## src/rtl/switch_conditioner.sv

```systemverilog
// Front-panel switch conditioner: per-channel synchronizer, debounce FSM,
// clean active-low level and single-cycle press/release pulses.

module sw_channel #(
    parameter int unsigned SYNC_STAGES = 2,
    parameter int unsigned DEB_CYCLES  = 500000,
    parameter int unsigned CNT_W       = 20
) (
    input  logic clk,
    input  logic rst,
    input  logic raw,
    output logic level,
    output logic press,
    output logic rel,
    output logic busy
);
    typedef enum logic [1:0] {
        STABLE_HI,
        WAIT_LO,
        STABLE_LO,
        WAIT_HI
    } state_t;

    localparam logic [CNT_W-1:0] CNT_LAST = CNT_W'(DEB_CYCLES - 1);

    logic [SYNC_STAGES-1:0] sync_q;
    logic                   sync_out;

    state_t           state, state_nx;
    logic [CNT_W-1:0] cnt, cnt_nx;
    logic             level_nx, press_nx, rel_nx, busy_nx;

    // raw goes straight into the first flop; nothing combinational ahead of it
    always_ff @(posedge clk or negedge rst) begin
        if (!rst) sync_q <= '1;
        else      sync_q <= {sync_q[SYNC_STAGES-2:0], raw};
    end

    assign sync_out = sync_q[SYNC_STAGES-1];

    always_ff @(posedge clk or negedge rst) begin
        if (!rst) begin
            state <= STABLE_HI;
            cnt   <= '0;
            level <= 1'b1;
            press <= 1'b0;
            rel   <= 1'b0;
            busy  <= 1'b0;
        end else begin
            state <= state_nx;
            cnt   <= cnt_nx;
            level <= level_nx;
            press <= press_nx;
            rel   <= rel_nx;
            busy  <= busy_nx;
        end
    end

    // Counter is cleared on every state entry and only compared for equality,
    // so any glitch during WAIT restarts the full qualification window.
    always_comb begin
        state_nx = state;
        cnt_nx   = cnt;
        level_nx = level;
        press_nx = 1'b0;
        rel_nx   = 1'b0;
        case (state)
            STABLE_HI: begin
                if (!sync_out) begin
                    state_nx = WAIT_LO;
                    cnt_nx   = '0;
                end
            end
            WAIT_LO: begin
                if (sync_out) begin
                    state_nx = STABLE_HI;
                    cnt_nx   = '0;
                end else if (cnt == CNT_LAST) begin
                    state_nx = STABLE_LO;
                    cnt_nx   = '0;
                    level_nx = 1'b0;
                    press_nx = 1'b1;
                end else begin
                    cnt_nx = cnt + CNT_W'(1);
                end
            end
            STABLE_LO: begin
                if (sync_out) begin
                    state_nx = WAIT_HI;
                    cnt_nx   = '0;
                end
            end
            WAIT_HI: begin
                if (!sync_out) begin
                    state_nx = STABLE_LO;
                    cnt_nx   = '0;
                end else if (cnt == CNT_LAST) begin
                    state_nx = STABLE_HI;
                    cnt_nx   = '0;
                    level_nx = 1'b1;
                    rel_nx   = 1'b1;
                end else begin
                    cnt_nx = cnt + CNT_W'(1);
                end
            end
            default: begin
                state_nx = STABLE_HI;
                cnt_nx   = '0;
            end
        endcase
        busy_nx = (state_nx == WAIT_LO) || (state_nx == WAIT_HI);
    end
endmodule

module switch_conditioner #(
    parameter int unsigned NUM_SW      = 3,
    parameter int unsigned SYNC_STAGES = 2,
    parameter int unsigned DEB_CYCLES  = 500000,
    parameter int unsigned CNT_W       = 20
) (
    input  logic              clk,
    input  logic              rst,
    input  logic [NUM_SW-1:0] swRaw,
    output logic [NUM_SW-1:0] swLevel,
    output logic [NUM_SW-1:0] swPress,
    output logic [NUM_SW-1:0] swRelease,
    output logic [NUM_SW-1:0] swBusy
);
    // bit 0 = CH, bit 1 = CE, bit 2 = CP; channels are fully independent
    for (genvar i = 0; i < NUM_SW; i++) begin : g_ch
        sw_channel #(
            .SYNC_STAGES (SYNC_STAGES),
            .DEB_CYCLES  (DEB_CYCLES),
            .CNT_W       (CNT_W)
        ) u_ch (
            .clk   (clk),
            .rst   (rst),
            .raw   (swRaw[i]),
            .level (swLevel[i]),
            .press (swPress[i]),
            .rel   (swRelease[i]),
            .busy  (swBusy[i])
        );
    end
endmodule

```

## config.mk

```make
export PLATFORM = sky130hd
export DESIGN_NAME = switch_conditioner
export DESIGN_NICKNAME = d
export VERILOG_FILES = /design/src/rtl/switch_conditioner.sv
export SDC_FILE = /design/constraint.sdc
export NUM_CORES = 1
export LEC_CHECK = 0
export CAP_MARGIN = 20
export CELL_PAD_IN_SITES_DETAIL_PLACEMENT = 0
export CELL_PAD_IN_SITES_GLOBAL_PLACEMENT = 1
export CORE_ASPECT_RATIO = 1.2
export CORE_MARGIN = 10
export CORE_UTILIZATION = 50
export DETAILED_ROUTE_END_ITERATION = 10
export GPL_TIMING_DRIVEN = 0
export PLACE_DENSITY = 0.84
export REMOVE_ABC_BUFFERS = 1
export SYNTH_ARGS = -nofsm -noshare
export SYNTH_HDL_FRONTEND = slang
export SYNTH_SLANG_ARGS = --single-unit
```

## constraint.sdc

```tcl
create_clock -name clk -period 3.8 [get_ports clk]
set_input_delay 0.38 -clock clk [delete_from_list [all_inputs] [get_ports clk]]
set_output_delay 0.38 -clock clk [all_outputs]
set_load 0.005 [all_outputs]
```

== Word-level counts from Yosys, hierarchy flattened ==
Index checks and enable logic that the tools add are counted.
Storage, ports and cells
  memories kept: 0
  register bits: 84
  word-level logic and storage cells: 144
  memory bits (writable): 0
  bits in latches: 0
  ROM bits: 0
Cells by class
  equal/unequal tests: 36
  bitwise operators: 0
  multiply operators: 0
  reductions and logical operators: 15
  shift operators: 0
  order comparisons: 0
  muxes and demuxes: 69
  div/mod/pow operators: 0
  add/sub/neg operators: 3
Operator list (count)
  $mux 20: 15
  $pmux 20 s4: 3
  $add 20x1->20 const B: 3
  $eq 20x19->1 const B: 3
  $mux 2: 18
  $mux 1: 27
  $ne 2x1->1 const B: 12
  $pmux 2 s4: 3
  $eq 2x2->1 const B: 9
  $reduce_and 5->1: 3
  $eq 2x1->1 const B: 6
  $ne 2x2->1 const B: 6
  $logic_not 2->1: 3
  $pmux 1 s2: 3
  $reduce_and 2->1: 3
  $reduce_bool 2->1: 3
  $logic_or 1x1->1: 3

== Logic depth before layout (Yosys ltp) ==
  depth after elaboration: 6
  mapped depth: 7
  depth with buffers taken out: 6

== Cells and area by module ==
From an unflattened synthesis, not the netlist that was laid out.
Second synthesis, totals
  cell total of the unflattened synthesis: 448
  area total of the unflattened synthesis: 4329.2 um^2
Modules (own cells, without submodules)
  sw_channel (g_ch[0].u_ch ...): cells an instance 152, instances 2, area each 1466.4 um^2, seq. area each 679.4 um^2
  sw_channel (g_ch[2].u_ch): cells an instance 144, instances 1, area each 1396.3 um^2, seq. area each 679.4 um^2

== Least setup slack after synthesis ==
No wires, ideal clock.
  path type: register to register
  start: register g_ch[0].u_ch.cnt[0]
  end: register g_ch[0].u_ch.cnt[16]
  stages on the path, launching flop included: 8
  setup slack: 1894 ps
  clock period less this slack: 1906 ps
  arrival: 1823 ps
  buffers on the path: 1
  cell sequence: dfrtp_1 ha_1 and3_2 and3_2 a21o_4 buf_12 or3_2 o21ai_0
Between the ends
  longest elaborated chain between the ends: 4
  elaborated cells on any way between the ends: 6
Ends and longest elaborated chain
  from (decl): RTL line 30  | logic [CNT_W-1:0] cnt, cnt_nx;
  from (signal assigned): RTL line 51  | cnt <= cnt_nx;
  $add 20x1->20 or $eq 20x19->1 (tied branches)
  $mux 20 *: RTL line 78, 97
  $mux 20, on equally long branches: RTL line 94, 75
  $pmux 20 s4 *: RTL line 67  | case (state)
Every way passes the cells marked *; elsewhere a longest branch is shown, timed or not.
A chain may end at the register's enable or synchronous reset.

== Worst setup path after layout ==
  start: register g_ch[2].u_ch.sync_q[1]
  end: register g_ch[2].u_ch.cnt[18]
Between the ends
  longest elaborated chain between the ends: 2
  elaborated cells on any way between the ends: 6
Ends and longest elaborated chain
  from (decl): RTL line 26  | logic [SYNC_STAGES-1:0] sync_q;
  from (signal assigned): RTL line 36  | else sync_q <= {sync_q[SYNC_STAGES-2:0], raw};
  $mux 20, or another cell as far along: RTL line 94  | if (!sync_out) begin
  $pmux 20 s4 or $reduce_and 2->1 (tied branches)
  to (signal assigned): RTL line 51
  to (decl): RTL line 30
Several ways; a longest one is shown, not always the timed one.

==> qor.csv <==
metric,value,unit
# nets final,484,
die height,123,um
Final Wtd Congestion,0.792,
DP HPWL,6060,um
TritonCTS buffer count,9,
Post-DP Area,4580,um2
final wirelength,8830,um
Post-Synth XOR/XNOR Area,1.96,%
Clock Skew,0.00878,ns
Switching Fraction,24.7,%
status,finished clean,
top_reg_cell synth,dfrtp_1,
number of global-route vias before repair,3236,
row cnt,37,
switching power,0.404,mW
Final Cell Area,4800,um2
largest family of logic cells by synthesized area,simple AND/OR/NAND/NOR gates,
area delta synth->final,8.97,%
Synth Warn #,0,
Root Driver,clkbuf_8,
I/O Buffers,16,
CP Class,reg2reg,
worst endpoint required time,4.09,ns
CP max FO,13,
vias,3421,
vias per cell,5.72,
min cycle time layout,2.57,ns
multiplexer area fraction after synthesis,3.01,%
global route overflow,0,
drt first pass iters,4,
Total Power Consumption,1.63,mW
Clock Tree Buf Depth,2,
Slew @ Worst Pin,1.02,ns
RSZ-0062 raised after global routing,false,
DR WL/cell,14.8,um
PwrDens,340,nW/um2
Worst IR Drop VDD,0.219,mV
Post-CTS Repair Setup Buffers,0,
total die area,13000,um2
fraction of registers with async set/reset,100,%
Global Route Usage Sum,14.4,%
Worst-Skew Late Latency,0.36,ns
CTS tree,built,
# setup viols final,0,
post-route setup slack,1.23,ns
MaxCap Viol Count,0,
Comb power frac,5.8,%
DRC Markers,0,
Hold WC Path Type,reg2reg,
proportion of layout cells with a drive suffix above 1,12.9,%
CP Data Arrival Time,2.87,ns
final hold viol count,0,
core area,8610,um2
die width,106,um
initial antenna violation count,0,
first-pass GRT wire length,15500,um
Clock Power Share,40.0,%
Seq pwr share,54.2,%
Critical Path Start Type,flop,
Post-Synthesis Cell Area,4410,um2
Synth Instances,470,
met1 Resource Use GR,17.9,%
io pins,17,
met3 Resource Use GR,2.88,%
maximum clock rate,388,MHz
sequential share of the synthesized area,46.2,%
Worst Setup End Kind,flop,
Cell variety after synth,62,
Post-Synth Adder-Cell Area,0.852,%
"commonest non-fill, non-tap cell in the layout",dfrtp_1,
Post-Synth Simple-Gate Area,26.5,%
Slew HR,32.0,%
"commonest non-fill, non-tap cells in the layout","dfrtp_1 (72), nand2_1 (47), a21oi_1 (40)",
internal power,1.23,mW
ant diodes,0,
Starting DRT DRC Count,203,
Compound-Gate Fraction of Synth Area,15.3,%
max-slew violations,0,
# H-tree levels,3,
Place WS,1.26,ns
Layout fillers,795,
Seq cells post-synth,81,
largest net degree at the start of global routing,54,
"EDFF count, synth",0,
clock sink count,81,
Starting Density,51.2,%
GRT busiest layer,met2,
fin crit share,67.8,%
P_leak,1.93,nW
Final ANT Viol Nets,0,
clock transition at the registers of the reported paths,0.09,ns
Synth Area per Inst,9.38,um2
GRT met2 Usage,23.8,%
==> synthesized netlist by cell type (4+ instances only) <==
cell / instances / area share [%]
inv_1: 23 / 2.0
clkbuf_1: 9 / 0.77
nand2_1: 47 / 4.0
nor2_1: 27 / 2.3
buf_4: 12 / 2.0
dfstp_2: 9 / 5.4
nor4_1: 8 / 1.1
nand4_1: 18 / 2.6
xor2_1: 4 / 0.79
and4_1: 5 / 0.99
or3_2: 6 / 1.0
and2_1: 9 / 1.3
nor3_1: 12 / 1.4
a21oi_1: 40 / 4.5
nand3_1: 31 / 3.5
dfrtp_1: 72 / 41
o21ai_0: 31 / 3.5
a22o_1: 10 / 2.0
xnor2_1: 4 / 0.79
or3_1: 12 / 1.7
mux2i_1: 11 / 2.5
==> per-layer routing <==
| layer | vias up | share of wire (%) |
|---|---|---|
| li1 | 1709 | - |
| met1 | 1639 | 46 |
| met2 | 62 | 49 |
| met3 | 11 | 3.5 |
| met4 | 0 | 1.6 |
| met5 | - | 0 |
==> metrics by stage <==
| step | TNS [ns] | utilization [%] | std cells | hold WS (ns) |
|---|---|---|---|---|
| finish | 0 | 55.8 | 598 | 0.358 |
| CTS | 0 | 55.7 | 597 | 0.359 |
| detailed placement | 0 | 53.2 | 580 | 0.344 |
| floorplan | 0 | - | 443 | 0.0844 |
| global placement | -45.09 | 52.6 | 576 | 0.345 |
| global route | 0 | 55.8 | 598 | 0.365 |
==> path summary, 6_finish.rpt <==
kind                                          endpoint              startpoint  depth (start not counted)  slack, ns
worst max-delay path              g_ch[2].u_ch.cnt[18]  g_ch[2].u_ch.sync_q[1]                          6       1.23
worst min-delay path            g_ch[0].u_ch.sync_q[1]  g_ch[0].u_ch.sync_q[0]                          0       0.36
worst max register to register    g_ch[2].u_ch.cnt[18]  g_ch[2].u_ch.sync_q[1]                          6       1.23
worst min register to register  g_ch[0].u_ch.sync_q[1]  g_ch[0].u_ch.sync_q[0]                          0       0.36
max in group asynchronous           g_ch[2].u_ch.level                     rst                          3       2.67
min in group asynchronous         g_ch[0].u_ch.cnt[12]                     rst                          2       0.48
==> power groups by stage <==
stage,logic [mW],clock network [mW],registers [mW]
floorplan,0.0491,0,0.900
global placement,0.0886,0,0.902
finish,0.0956,0.653,0.886
global route,0.109,0.707,0.888
CTS,0.0978,0.671,0.885
detailed placement,0.0965,0,0.902
==> cells by family (layout without fill, tap and decap cells) <==
logic type / after synthesis / count (layout)
AOI/OAI and AO/OA: 107 / 107
xor gates and xnor gates: 9 / 9
adders and majority gates: 3 / 3
buffers and inverters: 50 / 61
DFF: 81 / 81
muxes: 13 / 13
and+or+nand+nor: 207 / 207
==> worst max-delay path: stages, from the launching register on <==
cell and delay (ns):
dfstp_2 0.60, xnor2_1 0.20, nand2_1 0.34, a21oi_1 0.82, buf_4 0.30, a21oi_1 0.07, o21ai_0 0.16
==> cell type report <==
type	instances	area [um2]	share of cell area, %
multi-input combinational	339	2100	43.6
sequential	81	2040	42.4
timing repair buffer	22	233	4.85
tap	117	146	3.05
clock buffer	10	138	2.87
inverter	23	86.3	1.80
clock inverter	6	66.3	1.38
==> state kept, by name (all words and copies together), names as in the netlist <==
register          cells
g_ch.u_ch.state       5
g_ch.u_ch.level       3
g_ch.u_ch.rel         3
g_ch.u_ch.busy        1
g_ch.u_ch.cnt        60
g_ch.u_ch.sync_q      6
g_ch.u_ch.press       3
==> what timing repair did <==
item / CTS / global route
endpoints found under the hold margin: 25 / 0
setup endpoints to repair: 0 / 0
resized for setup: 0 / 0
hold buffers: 1 / 0
(Power assumes the default switching activity.)
